<file path="config.mk">
export PLATFORM = sky130hd
export DESIGN_NAME = step_decoder_n
export DESIGN_NICKNAME = d
export VERILOG_FILES = /design/src/rtl/cpu_pkg.sv /design/src/rtl/onehot_dec_n.sv /design/src/rtl/step_decoder_n.sv
export SDC_FILE = /design/constraint.sdc
export NUM_CORES = 1
export LEC_CHECK = 0
export ABC_CLOCK_PERIOD_IN_PS = 3000
export BUFFER_PORTS_ARGS = -buffer_cell sky130_fd_sc_hd__buf_2
export CORE_AREA = 2 2 39 41
export DETAILED_ROUTE_END_ITERATION = 8
export DIE_AREA = 0 0 41 43
export PLACE_DENSITY = 0.47
export SETUP_SLACK_MARGIN = 0.05
export SKIP_LAST_GASP = 1
export SYNTH_ARGS = -nofsm -noshare
export SYNTH_HDL_FRONTEND = slang
export SYNTH_HIERARCHICAL = 1
export SYNTH_SLANG_ARGS = --single-unit
</file>
<file path="constraint.sdc">
create_clock -name clk -period 3 [get_ports clk]
set_input_delay 0.3 -clock clk [delete_from_list [all_inputs] [get_ports clk]]
set_output_delay 0.3 -clock clk [all_outputs]
set_load 0.02 [all_outputs]
</file>
<file path="src/rtl/cpu_pkg.sv">
// Shared CPU control definitions: decoder mode encodings and the one-hot helper.
// No ports; imported by the decoder sub-module and by step_decoder_n.
package cpu_pkg;

  // Mode encodings for step/timing decoders.
  localparam logic [1:0] MODE_HOLD  = 2'b00;
  localparam logic [1:0] MODE_STEP  = 2'b01;
  localparam logic [1:0] MODE_LOAD  = 2'b10;
  localparam logic [1:0] MODE_CLEAR = 2'b11;

  // Widest index any decoder may use with onehot(); callers truncate the result.
  localparam int unsigned MAX_SEL_W    = 8;
  localparam int unsigned ONEHOT_MAX_W = 1 << MAX_SEL_W;

  // Returns 1 << idx at the widest supported width.
  function automatic logic [ONEHOT_MAX_W-1:0] onehot(input logic [MAX_SEL_W-1:0] idx);
    onehot = ONEHOT_MAX_W'(1) << idx;
  endfunction

endpackage : cpu_pkg

</file>
<file path="src/rtl/onehot_dec_n.sv">
// Combinational SEL_W-to-2^SEL_W one-hot decoder with enable.
// Ports:
//   idx  in  SEL_W     index to decode
//   en   in  1         0 forces all outputs low
//   d    out 2^SEL_W   one-hot decode of idx (or zero)
module onehot_dec_n
  import cpu_pkg::*;
#(
  parameter int unsigned SEL_W = 2
) (
  input  logic [SEL_W-1:0]         idx,
  input  logic                     en,
  output logic [(1 << SEL_W)-1:0]  d
);

  localparam int unsigned OUT_W = 1 << SEL_W;

  // The shared helper works at maximum width; this guards the index extension.
  if (SEL_W > MAX_SEL_W || SEL_W == 0) begin : g_width_check
    $error("onehot_dec_n: SEL_W must be in 1..MAX_SEL_W");
  end

  // Decode, blanked when disabled.
  always_comb begin
    d = '0;
    if (en) begin
      d = OUT_W'(onehot(MAX_SEL_W'(idx)));
    end
  end

endmodule : onehot_dec_n

</file>
<file path="src/rtl/step_decoder_n.sv">
// Registered step/timing decoder: holds a select index and drives its one-hot
// decode. Supports hold, step with programmable wrap point, load and clear.
// Ports:
//   clk   in  1        system clock, rising edge
//   rst   in  1        asynchronous active-high reset
//   en    in  1        output enable; 0 blanks d on the next edge, sel still moves
//   mode  in  2        00 hold, 01 step, 10 load, 11 clear
//   w     in  SEL_W    load index, used only in load mode
//   d     out 2^SEL_W  registered one-hot of sel, gated by en
//   sel   out SEL_W    registered current index
//   wrap  out 1        one-cycle pulse when step goes LAST_STEP -> 0
//   err   out 1        one-cycle pulse when a load index exceeds LAST_STEP
module step_decoder_n
  import cpu_pkg::*;
#(
  parameter int unsigned SEL_W     = 2,
  parameter int unsigned LAST_STEP = (1 << SEL_W) - 1
) (
  input  logic                     clk,
  input  logic                     rst,
  input  logic                     en,
  input  logic [1:0]               mode,
  input  logic [SEL_W-1:0]         w,
  output logic [(1 << SEL_W)-1:0]  d,
  output logic [SEL_W-1:0]         sel,
  output logic                     wrap,
  output logic                     err
);

  localparam int unsigned OUT_W = 1 << SEL_W;
  localparam logic [SEL_W-1:0] LAST = SEL_W'(LAST_STEP);

  if (LAST_STEP > OUT_W - 1) begin : g_last_check
    $error("step_decoder_n: LAST_STEP exceeds 2^SEL_W-1");
  end

  logic [SEL_W-1:0] sel_next;
  logic [OUT_W-1:0] d_next;
  logic             wrap_next;
  logic             err_next;

  // Next index and pulse flags from the current mode.
  always_comb begin
    sel_next  = sel;
    wrap_next = 1'b0;
    err_next  = 1'b0;
    case (mode)
      MODE_STEP: begin
        if (sel == LAST) begin
          sel_next  = '0;
          wrap_next = 1'b1;
        end else begin
          sel_next = sel + SEL_W'(1);
        end
      end
      MODE_LOAD: begin
        // Out-of-range loads keep the old index and flag the attempt.
        if (w > LAST) begin
          err_next = 1'b1;
        end else begin
          sel_next = w;
        end
      end
      MODE_CLEAR: begin
        sel_next = '0;
      end
      default: begin
        sel_next = sel;
      end
    endcase
  end

  // Decoding sel_next keeps d aligned with the sel registered on the same edge.
  onehot_dec_n #(
    .SEL_W (SEL_W)
  ) u_dec (
    .idx (sel_next),
    .en  (en),
    .d   (d_next)
  );

  // Output registers.
  always_ff @(posedge clk or posedge rst) begin
    if (rst) begin
      sel  <= '0;
      d    <= '0;
      wrap <= 1'b0;
      err  <= 1'b0;
    end else begin
      sel  <= sel_next;
      d    <= d_next;
      wrap <= wrap_next;
      err  <= err_next;
    end
  end

endmodule : step_decoder_n
</file>
==> results.md, run 1 <==
- Grt met1 use: just under 7%
- Worst reg2reg startpoint: sel[0]$_DFF_PP0_
- Total of flip-flops plus latches after synthesis: 7
- Via Count: approximately 220
- Unrepaired setup endpoints after global routing: no
- Post-detail-place hpwl: around 450 um
- Proportion of synthesized flip-flops having asynchronous set or reset: 100.0%
- Final count of negative-setup-slack endpoints: 0
- Number of buffers inserted during clock tree synthesis: 3
- Most instantiated library cell after synthesis: sky130_fd_sc_hd__dfrtp_1
- Post-Place Cells: slightly above 50
- Dominant cells by area after synthesis: sky130_fd_sc_hd__dfrtp_1 (57%), sky130_fd_sc_hd__mux2i_1 (6.5%), sky130_fd_sc_hd__and3b_1 (5.7%)
- Number of DRC violations after detailed routing: 0
- Number of H-tree branching levels: 1
- Number of DRC markers in iteration 0: 1
- Routed wirelength normalized by instance count: 10.05 um
- Critical path start-end classification: reg2reg
- Die height: around 43 um
- Global-route wire length before repair: just over 900 um
- Unique masters post-synth: 13
- Worst-path maximum fanout: 5
- Mean area per synthesized cell: 13.38 sq um
- Number of vias per cell: 3.875
- Antenna diode count: 0
- Maximum vdd ir drop: between 100 and 150 uV
- Global-route met2 utilization: around 13%
- Final Cycle Share: 47.14%
- Die outline width: 41 um
- CTS sink count: 7
- Top FF cell, synth: sky130_fd_sc_hd__dfrtp_1
- Cell area after synthesis: between 300 and 400 sq um
- Worst-path clk slew: about 0.060 ns
- Starting density of the core: about 22%
- Net Count, Synth: 31
- Leakage dissipation: around 0.24 nW
- Cell types with the highest counts after synthesis: sky130_fd_sc_hd__dfrtp_1 (7), sky130_fd_sc_hd__inv_1 (3), sky130_fd_sc_hd__and3b_1 (2), sky130_fd_sc_hd__mux2i_1 (2)
- Yosys warning count: 6
- Worst min-delay path class: in2reg
- Core Box Area: approximately 1400 sq um
- Total Neg Setup Slack: 0 ns
- Layout Nets: a little under 50
- Number of global-route vias before repair: approximately 220
- Global Route Usage Sum: 8.612%
- Die ar.: ~1800 sq um
- Register area: 175.2 sq um
- GR Layer Usage met3: approximately 3.1%
- Hold Startpoint: en
- Worst-skew pair later-pin latency: 0.25 ns
- Min Clock Period, post-route: 1.414 ns
- Final-layout fill cell count: 150
- Final slew viol count: 0
- Buffers on Ports: 13
- Worst EP arrival: 1.54 ns
- TritonCTS clock tree: yes
- CTS max path bufs: 2
- Number of iterations in the first detailed-routing pass: 2
- Wire length reported by the detailed router: ~560 um
- Post-CTS Resized: 0
- Part of the Yosys area used for sequential elements: 56.91%
- Category of the worst setup path launch point: flop
- Worst-case clock skew: 0.009331 ns
- Area growth from synthesis to layout: 36.99%
- Number of non-filler instances in the completed layout: 56
- Cell taking the most area after synthesis: sky130_fd_sc_hd__dfrtp_1
- Final antenna-violating net count: 0
- Maximum Capacitance Violations: 0
- Most congested layer reported by global routing: met2
- Critical path capture point type: flop
- Number of enable-type register cells in the synthesized netlist: 0
- Synth top area share: 56.91%
- Max Clk Rate: between 700 and 800 MHz
- Hold Violations, Final: 0
- Fraction of final layout cells sized beyond drive strength 1: 50.00%
- WP data required: about 3.1 ns
- Pin count of the biggest net entering global routing: 8
- Routability congestion estimate: approximately 0.65
- Post-layout power: ~0.24 mW
- Cells after Synth: 23
- Power density relative to cell area: 573.2 nW/um^2
- Standard-cell rows: 14
- Worst slack after detailed placement: ~1.6 ns
- Final core area utilization: 30.47%
- Root cell of the clock tree: sky130_fd_sc_hd__clkbuf_4
- Initial antenna violation count: 0
- Total global routing overflow: 0
- Number of top-level design ports: 15
- CP Launch Point: sel[0]$_DFF_PP0_
- Area taken by multi-input logic gates: between 100 and 150 sq um
- Status: complete, no violations
- Setup slack of the critical path after layout: roughly 1.6 ns
## final timing paths
check / end / slack (ns) / depth (start not counted)
min reg2reg: sel[0]$_DFF_PP0_ / 0.60 / 1
min in group asynchronous: d[1]$_DFF_PP0_ / 0.51 / 3
max in group asynchronous: d[2]$_DFF_PP0_ / 2.27 / 3
min: d[1]$_DFF_PP0_ / 0.32 / 2
max reg2reg: d[2]$_DFF_PP0_ / 1.59 / 3
max: d[2]$_DFF_PP0_ / 1.59 / 3
## metrics by stage
step / hold WS [ns] / area (sq um)
after global routing: 0.3363 / 421.7
after detailed placement: 0.2452 / 385.4
final: 0.3234 / 421.7
after floorplan: 0.1034 / 307.8
after global placement: 0.2331 / 385.4
after CTS: 0.3151 / 421.7
## power by group
group	switching, mW	internal [mW]	total [mW]
registers	0.00434	0.103	0.107
logic	0.0297	0.0202	0.0499
clock network	0.0342	0.0507	0.0849
total	0.0682	0.174	0.242
## what timing repair did
action	CTS	global route
buffers inserted	0	0
endpoints found under the setup margin	0	0
hold buffers	1	0
endpoints found under the hold margin	7	0
## final cells by class
class | count | area share (%)
clock buffer | 4 | 6.231
sequential | 7 | 41.54
tap | 16 | 4.748
inverter | 3 | 2.671
timing repair buffer | 14 | 17.80
multi-input combinational | 12 | 27.00
## kinds of logic (layout without fill, tap and decap cells)
group                      Yosys count  in the layout  synth area share, %
DFF                                  7              7                56.91
and+or+nand+nor                      6              6                17.89
buffers and inverters                4             21                6.098
AOI/OAI and AO/OA                    2              2                7.320
muxes                                2              2                6.504
adders and majority gates            1              1                4.064
other                                1              1                1.218
## flip-flops by register name (all words and copies together) (netlist names)
signal and count:
wrap 1, sel 2, d 4
## routing by layer
layer  share of wire (%)  routed length, um
met1                  37                207
met4                 3.4                 19
met2                  55                310
met3                 4.4                 25
met5                   0                  0
## critical path, stage by stage, from the launching register on
cell and delay [ns]:
sky130_fd_sc_hd__dfrtp_1 0.41, sky130_fd_sc_hd__ha_1 0.24, sky130_fd_sc_hd__o32ai_2 0.41, sky130_fd_sc_hd__and3b_1 0.23
## cell usage in the layout (no fill, tap or decap), drive strengths merged
cell type    instances
and3                 1
and3b                2
buf                 13
clkbuf               4
conb                 1
dfrtp                7
dlygate4sd3          1
ha                   1
inv                  3
mux2i                2
nand2b               1
nor2                 1
nor3b                1
o22ai                1
o32ai                1
Note: power is estimated with default switching activity, not from simulation.
==> run 2, diff against run 1 <==
Settings changed: ABC_AREA set to 1, ABC_CLOCK_PERIOD_IN_PS 3000 to 1400, PLACE_DENSITY 0.47 to 0.46.
Clock period 3 ns to 1.4 ns, I/O delays scaled along.
==> run 2 against run 1 <==
  * Synthesized cell count grew 39%
  * Setup slack lost 1.4 ns
  * Largest cell class unchanged
  * Non-clock buffer count is the same
  * Register-to-register slack lost 1.4 ns
  * Critical endpoint is now d[3]$_DFF_PP0_
==> results.md, run 2 <==
- Standard-cell rows: 14 (unchanged)
- Worst-case clock skew: 0.005532 ns (-0.003799 ns)
- Yosys warning count: 6 (unchanged)
- Final antenna-violating net count: 0 (unchanged)
- Status: complete, no violations
- Setup slack of the critical path after layout: 0.2098 ns (-1.376 ns)
- Number of H-tree branching levels: 1 (unchanged)
- Post-Place Cells: 60 (+18%)
- Cell types with the highest counts after synthesis: sky130_fd_sc_hd__dfrtp_1 (7), sky130_fd_sc_hd__nand3_1 (7), sky130_fd_sc_hd__nor2_1 (6)
- Worst-path maximum fanout: 4 (-1)
- Die outline width: 41 um (unchanged)
- Worst min-delay path class: in2reg
- Top cell by count, worst path: sky130_fd_sc_hd__nand3_1
- Most used cells in the layout excluding fill and tap cells: sky130_fd_sc_hd__buf_2 (13), sky130_fd_sc_hd__nand3_1 (7), sky130_fd_sc_hd__dfrtp_1 (7)
- Number of iterations in the first detailed-routing pass: 2 (unchanged)
- Maximum vdd ir drop: 263.0 uV (+92%)
- Unique masters post-synth: 10 (-3)
- Power density relative to cell area: 1266 nW/um^2 (+120%)
- Antenna diode count: 0 (unchanged)
- Number of enable-type register cells in the synthesized netlist: 0 (unchanged)
- Area growth from synthesis to layout: 38.89%
- Final count of negative-setup-slack endpoints: 0 (unchanged)
- Number of DRC violations after detailed routing: 0 (unchanged)
- Number of DRC markers in iteration 0: 1 (unchanged)
- Slowest Stage Delay on Critical Path: 0.40 ns (about the same)
- Cell with the largest stage delay on the worst path: sky130_fd_sc_hd__dfrtp_1
- Starting density of the core: 21.16% (-1.1 points)
- Number of top-level design ports: 15 (unchanged)
- Leakage dissipation: 0.2433 nW (+0.23%)
- Final Cycle Share: 85.02% (+38 points)
- Global Route Usage Sum: 9.687% (+1.1 points)
- Cell area after synthesis: 292.8 sq um (-4.9%)
- Layout Nets: 58 (+18%)
- Final-layout fill cell count: 166 (+11%)
- Total of flip-flops plus latches after synthesis: 7 (unchanged)
- Cell taking the most area after synthesis: sky130_fd_sc_hd__dfrtp_1
- Number of vias per cell: 4.046 (+4.4%)
- Maximum Capacitance Violations: 0 (unchanged)
- Final slew viol count: 0 (unchanged)
- Worst slack after detailed placement: 0.2162 ns (-1.381 ns)
- Hold Startpoint: en
- Proportion of synthesized flip-flops having asynchronous set or reset: 100.0% (unchanged)
- Cell-by-cell trace of the critical path: ha_1, nand3_1, nand3_1, inv_1, nor2_1
- Largest regs: d (4), sel (2), wrap (1)
- Routability congestion estimate: 0.7639 (+18%)
- CTS sink count: 7 (unchanged)
- Hold endpoint: d[2]$_DFF_PP0_
- Worst hold slack across all endpoints: 0.1459 ns (-0.1774 ns)
- Post-detail-place hpwl: 423.8 um (-6.3%)
- Worst Reg2Reg Path Length in Cells: 5 (+2)
- Dominant cells by area after synthesis: sky130_fd_sc_hd__dfrtp_1 (60%), sky130_fd_sc_hd__nand3_1 (12%), sky130_fd_sc_hd__nor2_1 (7.7%)
- Part of the Yosys area used for sequential elements: 59.83% (+2.9 points)
- Critical path start-end classification: reg2reg
- Hold Violations, Final: 0 (unchanged)
- Capture point of the worst reg-to-reg path: d[3]$_DFF_PP0_
- Top FF cell, synth: sky130_fd_sc_hd__dfrtp_1
- Initial antenna violation count: 0 (unchanged)
- Critical path capture point type: flop
- Net Count, Synth: 40 (+29%)
- Total Neg Setup Slack: 0 ns (unchanged)
- Core Box Area: 1384 sq um (unchanged)
- Max Clk Rate: 840.2 MHz (+19%)
- Synth top area share: 59.83% (+2.9 points)
- Worst-path clk slew: 0.06 ns (about the same)
- Area taken by multi-input logic gates: 91.34 sq um (-20%)
- Die height: 43 um (unchanged)
- Register containing the most flip-flops in the final layout: d
- Cells after Synth: 32 (+39%)
- Number of flip-flops under the largest register name: 4 (unchanged)
- CTS max path bufs: 2 (unchanged)
- Via Count: 263 (+21%)
- Die ar.: 1763 sq um (unchanged)
- Number of non-filler instances in the completed layout: 65 (+16%)
- Worst-skew pair later-pin latency: 0.26 ns (about the same)
- Number of cells on the worst hold path: 3 (+1)
- Min Clock Period, post-route: 1.190 ns (-0.2241 ns)
- Number of global-route vias before repair: 271 (+24%)
- Global-route wire length before repair: 1035 um (+14%)
- Pin count of the biggest net entering global routing: 8 (unchanged)
- Register area: 175.2 sq um (unchanged)
- Count of buffer and inverter cells on the critical path: 1 (+1)
- Mean area per synthesized cell: 9.149 sq um (-32%)
- Number of buffers inserted during clock tree synthesis: 3 (unchanged)
- TritonCTS clock tree: yes
- Wire length reported by the detailed router: 579 um (+2.8%)
- Worst reg2reg startpoint: sel[0]$_DFF_PP0_
- Root cell of the clock tree: sky130_fd_sc_hd__clkbuf_4
- Worst EP arrival: 1.34 ns (-0.20 ns)
- Leading cell type in the layout, fill and taps excluded: sky130_fd_sc_hd__buf_2
- WP data required: 1.55 ns (-1.58 ns)
- Worst path top cell family by delay: flip-flops
- Category of the worst setup path launch point: flop
- Buffers on Ports: 13 (unchanged)
- Minimum setup slack among reg-to-reg paths: 0.21 ns (-1.38 ns)
- Unrepaired setup endpoints after global routing: no
- Routed wirelength normalized by instance count: 8.908 um (-11%)
- Total global routing overflow: 0 (unchanged)
- Fraction of final layout cells sized beyond drive strength 1: 34.69% (-15 points)
run 2: cell types whose count changed in the layout (fill, tap and decap cells not counted), sizes merged, moves of 2 or more:
cell / previous run / this run
and3b: 2 / 0
inv: 3 / 5
mux2i: 2 / 0
nand2: 0 / 3
nand3: 0 / 7
nor2: 1 / 6
run 2: repair_timing:
| action | CTS | global route |
|---|---|---|
| endpoints found under the hold margin | 7 | 0 |
| gates resized for setup | 0 | 0 |
| hold buffers | 1 | 0 |
| buffers inserted | 0 | 0 |
run 2: where the power goes:
part	leakage [nW]	switching, mW	internal, mW
Sequential	0.0930	0.00834	0.220
Clock	0.0150	0.0814	0.109
Combinational	0.135	0.0627	0.0335
Total	0.243	0.152	0.362
run 2: kinds of logic (layout without fill, tap and decap cells):
kind of cell               Yosys count  after routing  synth area share [%]
buffers and inverters                6             23                 8.973
adders and majority gates            1              1                 4.273
and+or+nand+nor                     17             17                 25.64
other                                1              1                 1.281
DFF                                  7              7                 59.83
run 2: how the worst max path moves through the flow:
stage                     end  depth (start not counted)  slack (ns)        startpoint
6_report       d[3]$_DFF_PP0_                          5        0.21  sel[0]$_DFF_PP0_
5_1_grt        d[0]$_DFF_PP0_                          7        0.08  sel[0]$_DFF_PP0_
4_1_cts        d[3]$_DFF_PP0_                          5        0.20  sel[0]$_DFF_PP0_
3_5_place_dp   d[3]$_DFF_PP0_                          5        0.22  sel[0]$_DFF_PP0_
3_3_place_gp   d[3]$_DFF_PP0_                          5        0.22  sel[0]$_DFF_PP0_
2_1_floorplan  d[2]$_DFF_PP0_                          5        0.21  sel[0]$_DFF_PP0_
run 2: area by class of cell:
class	count	area share, %
clock buffers	4	6.462
inverters	5	4.615
multi-input cells	19	22.46
flip-flops and latches	7	43.08
well taps	16	4.923
repair buffers	14	18.46
run 2: worst min-delay path, cell delays in order:
cell and delay (ns):
sky130_fd_sc_hd__buf_2 0.10, sky130_fd_sc_hd__nand2_1 0.08, sky130_fd_sc_hd__nor2_1 0.04
run 2: metal layers:
layer	GRT usage, %	routed length (um)
met1	9.804	236
met2	13.13	258
met5	0	0
met3	1.571	48
met4	14.00	36
run 2: through the flow:
stage | power [mW] | util [%] | cell area, sq um
2_1_floorplan | 0.2936 | - | 292.8
3_3_place_gp | 0.3273 | 26.76 | 370.4
3_5_place_dp | 0.3277 | 26.76 | 370.4
4_1_cts | 0.5256 | 29.39 | 406.6
5_1_grt | 0.5502 | 29.39 | 406.6
6_report | 0.5147 | 29.39 | 406.6
==> run 3, diff against run 2 <==
Settings changed: ABC_AREA 1 to 0, PLACE_DENSITY 0.46 to 0.47, SLEW_MARGIN set to 20.
==> run 3 against run 2 <==
  * Core utilization grew 2.9 points
  * Flip-flop and latch count is the same
  * Sequential share of layout area is 3.9 points lower
  * Sequential power about the same
  * Total power is 5.0% higher
  * Combinational power up 32%
  * Via count is 15% lower
  * Count of clock-buffer cells in the layout stayed put
  * Hold slack better by 0.033 ns
  * Non-clock buffer count stayed put
  * Clock skew is 0.0018 ns lower
  * Critical path type unchanged
  * Largest cell class unchanged
==> results.md, run 3 (synthesized netlist as in run 1, its figures left out) <==
- Total global routing overflow: 0 (unchanged)
- Initial antenna violation count: 0 (unchanged)
- Status: complete, no violations
- Post-layout power: 0.5403 mW (+5.0%)
- Final cell area excluding filler cells: 446.7 sq um (+9.8%)
- Worst min-delay path class: in2reg
- Die height: 43 um (unchanged)
- Post-CTS setup buffer count: 0 (unchanged)
- Global Route Usage Sum: 9.229% (-0.46 points)
- Worst EP arrival: 1.47 ns (+0.13 ns)
- Number of global-route vias before repair: 240 (-11%)
- Total Neg Setup Slack: 0 ns (unchanged)
- Unrepaired setup endpoints after global routing: yes
- Root cell of the clock tree: sky130_fd_sc_hd__clkbuf_4
- Final antenna-violating net count: 0 (unchanged)
- Number of DRC markers in iteration 0: 1 (unchanged)
- Maximum vdd ir drop: 285.2 uV (+8.5%)
- P_int: 0.3813 mW (+5.3%)
- Maximum Capacitance Violations: 0 (unchanged)
- CTS sink count: 7 (unchanged)
- Net switching share of the total power: 29.43% (-0.20 points)
- Via Count: 224 (-15%)
- Number of vias per cell: 4.000 (-1.1%)
- Number of iterations in the first detailed-routing pass: 2 (unchanged)
- TritonCTS clock tree: yes
- Routability congestion estimate: 0.6322 (-17%)
- Starting density of the core: 22.24% (+1.1 points)
- Worst hold slack across all endpoints: 0.1793 ns (+0.03342 ns)
- CTS max path bufs: 2 (unchanged)
- Die ar.: 1763 sq um (unchanged)
- Area growth from synthesis to layout: 45.12%
- Antenna diode count: 0 (unchanged)
- Net Sw Power: 0.1590 mW (+4.3%)
- Instance area at placement: 391.6 sq um (+5.7%)
- Leading cell type in the layout, fill and taps excluded: sky130_fd_sc_hd__buf_2
- Final count of negative-setup-slack endpoints: 0 (unchanged)
- Layout Nets: 49 (-16%)
- Power density relative to cell area: 1209 nW/um^2 (-4.4%)
- Wire length reported by the detailed router: 598 um (+3.3%)
- Worst-path clk slew: 0.05 ns (about the same)
- Final core area utilization: 32.28% (+2.9 points)
- Relative contribution of sequential cells to total power: 42.7% (-1.6 points)
- Worst-path maximum fanout: 5 (+1)
- Number of flip-flops under the largest register name: 4 (unchanged)
- Most used cells in the layout excluding fill and tap cells: sky130_fd_sc_hd__buf_2 (13), sky130_fd_sc_hd__dfrtp_1 (7), sky130_fd_sc_hd__inv_1 (3), sky130_fd_sc_hd__clkbuf_4 (3)
- Leakage dissipation: 0.2458 nW (+1.0%)
- Worst-skew pair later-pin latency: 0.25 ns (about the same)
- Final Cycle Share: 95.14% (+10 points)
- Largest regs: d (4), sel (2), wrap (1)
- Buffers on Ports: 13 (unchanged)
- Standard-cell rows: 14 (unchanged)
- Category of the worst setup path launch point: flop
- Die outline width: 41 um (unchanged)
- Max Clk Rate: 750.8 MHz (-11%)
- Clk pwr share: 33.7% (-3.3 points)
- Number of buffers inserted during clock tree synthesis: 3 (unchanged)
- Share of total power in combinational logic: 23.6% (+4.9 points)
- Min Clock Period, post-route: 1.332 ns (+0.1417 ns)
- Global-route wire length before repair: 952 um (-8.0%)
- Pin count of the biggest net entering global routing: 8 (unchanged)
- Core Box Area: 1384 sq um (unchanged)
- Minimum setup slack among reg-to-reg paths: 0.07 ns (-0.14 ns)
- Critical path capture point type: flop
- Final-layout fill cell count: 154 (-7.2%)
- Critical path start-end classification: reg2reg
- Routed wirelength normalized by instance count: 10.68 um (+20%)
- Number of H-tree branching levels: 1 (unchanged)
- Register containing the most flip-flops in the final layout: d
- Fraction of final layout cells sized beyond drive strength 1: 52.50% (+18 points)
- Final slew viol count: 0 (unchanged)
- Worst-case clock skew: 0.003722 ns (-0.001809 ns)
- WP data required: 1.53 ns (-0.02 ns)
- Number of DRC violations after detailed routing: 0 (unchanged)
- Hold Violations, Final: 0 (unchanged)
- Number of top-level design ports: 15 (unchanged)
-- run 3: changes by cell type in the layout (fill, tap and decap cells not counted), moves of 2 or more --
cell | previous run | this run
sky130_fd_sc_hd__and3b_1 | 0 | 2
sky130_fd_sc_hd__nor2_1 | 6 | 1
sky130_fd_sc_hd__mux2i_1 | 0 | 2
sky130_fd_sc_hd__nand2_1 | 3 | 0
sky130_fd_sc_hd__nand3_1 | 7 | 0
-- run 3: layout make-up --
cell class	count	area (sq um)	area share [%]
repair buffers	14	75.07	16.81
well taps	16	20.02	4.482
inverters	3	11.26	2.521
multi-input cells	12	138.9	31.09
flip-flops and latches	7	175.2	39.22
clock buffers	4	26.28	5.882
-- run 3: final timing paths --
kind | from | end | cells after the start
worst max-delay path | sel[0]$_DFF_PP0_ | d[1]$_DFF_PP0_ | 4
worst min-delay path | en | d[1]$_DFF_PP0_ | 2
worst max register to register | sel[0]$_DFF_PP0_ | d[1]$_DFF_PP0_ | 4
worst min register to register | sel[0]$_DFF_PP0_ | sel[0]$_DFF_PP0_ | 1
max in group asynchronous | rst | d[0]$_DFF_PP0_ | 3
min in group asynchronous | rst | wrap$_DFF_PP0_ | 3
-- run 3: critical path, cell delays in order (launching register included) --
cell and delay [ns]:
sky130_fd_sc_hd__dfrtp_1 0.42, sky130_fd_sc_hd__ha_1 0.30, sky130_fd_sc_hd__inv_1 0.06, sky130_fd_sc_hd__o22ai_4 0.23, sky130_fd_sc_hd__and3b_1 0.21
-- run 3: power by group through the flow --
stage	Combinational, mW	Clock, mW	Sequential [mW]
finish	0.127	0.182	0.231
global route	0.139	0.209	0.233
CTS	0.114	0.196	0.230
detailed placement	0.112	0	0.233
global placement	0.107	0	0.231
floorplan	0.0511	0	0.255
-- run 3: metal layers --
metal | vias to the layer above | wire length (um) | share of wire [%] | global-route usage (%)
met5 | - | 0 | 0 | 0
li1 | 111 | - | - | -
met3 | 0 | 14 | 2.3 | 3.141
met1 | 110 | 176 | 29 | 5.648
met4 | 0 | 0 | 0 | 14.00
met2 | 3 | 406 | 68 | 14.69
-- run 3: per-stage QoR --
stage          setup slack (ns)  std cells
2_1_floorplan           0.07155         23
3_5_place_dp            0.06912         51
6_report                0.06806         56
4_1_cts                 0.05518         56
5_1_grt                 0.02023         56
3_3_place_gp             0.1035         51
-- run 3: what timing repair did --
item | 4_1_cts | 5_1_grt
gates resized for setup | 0 | 2
hold buffers | 1 | 0
endpoints found under the setup margin | 0 | 3
hold endpoints to repair | 7 | 0
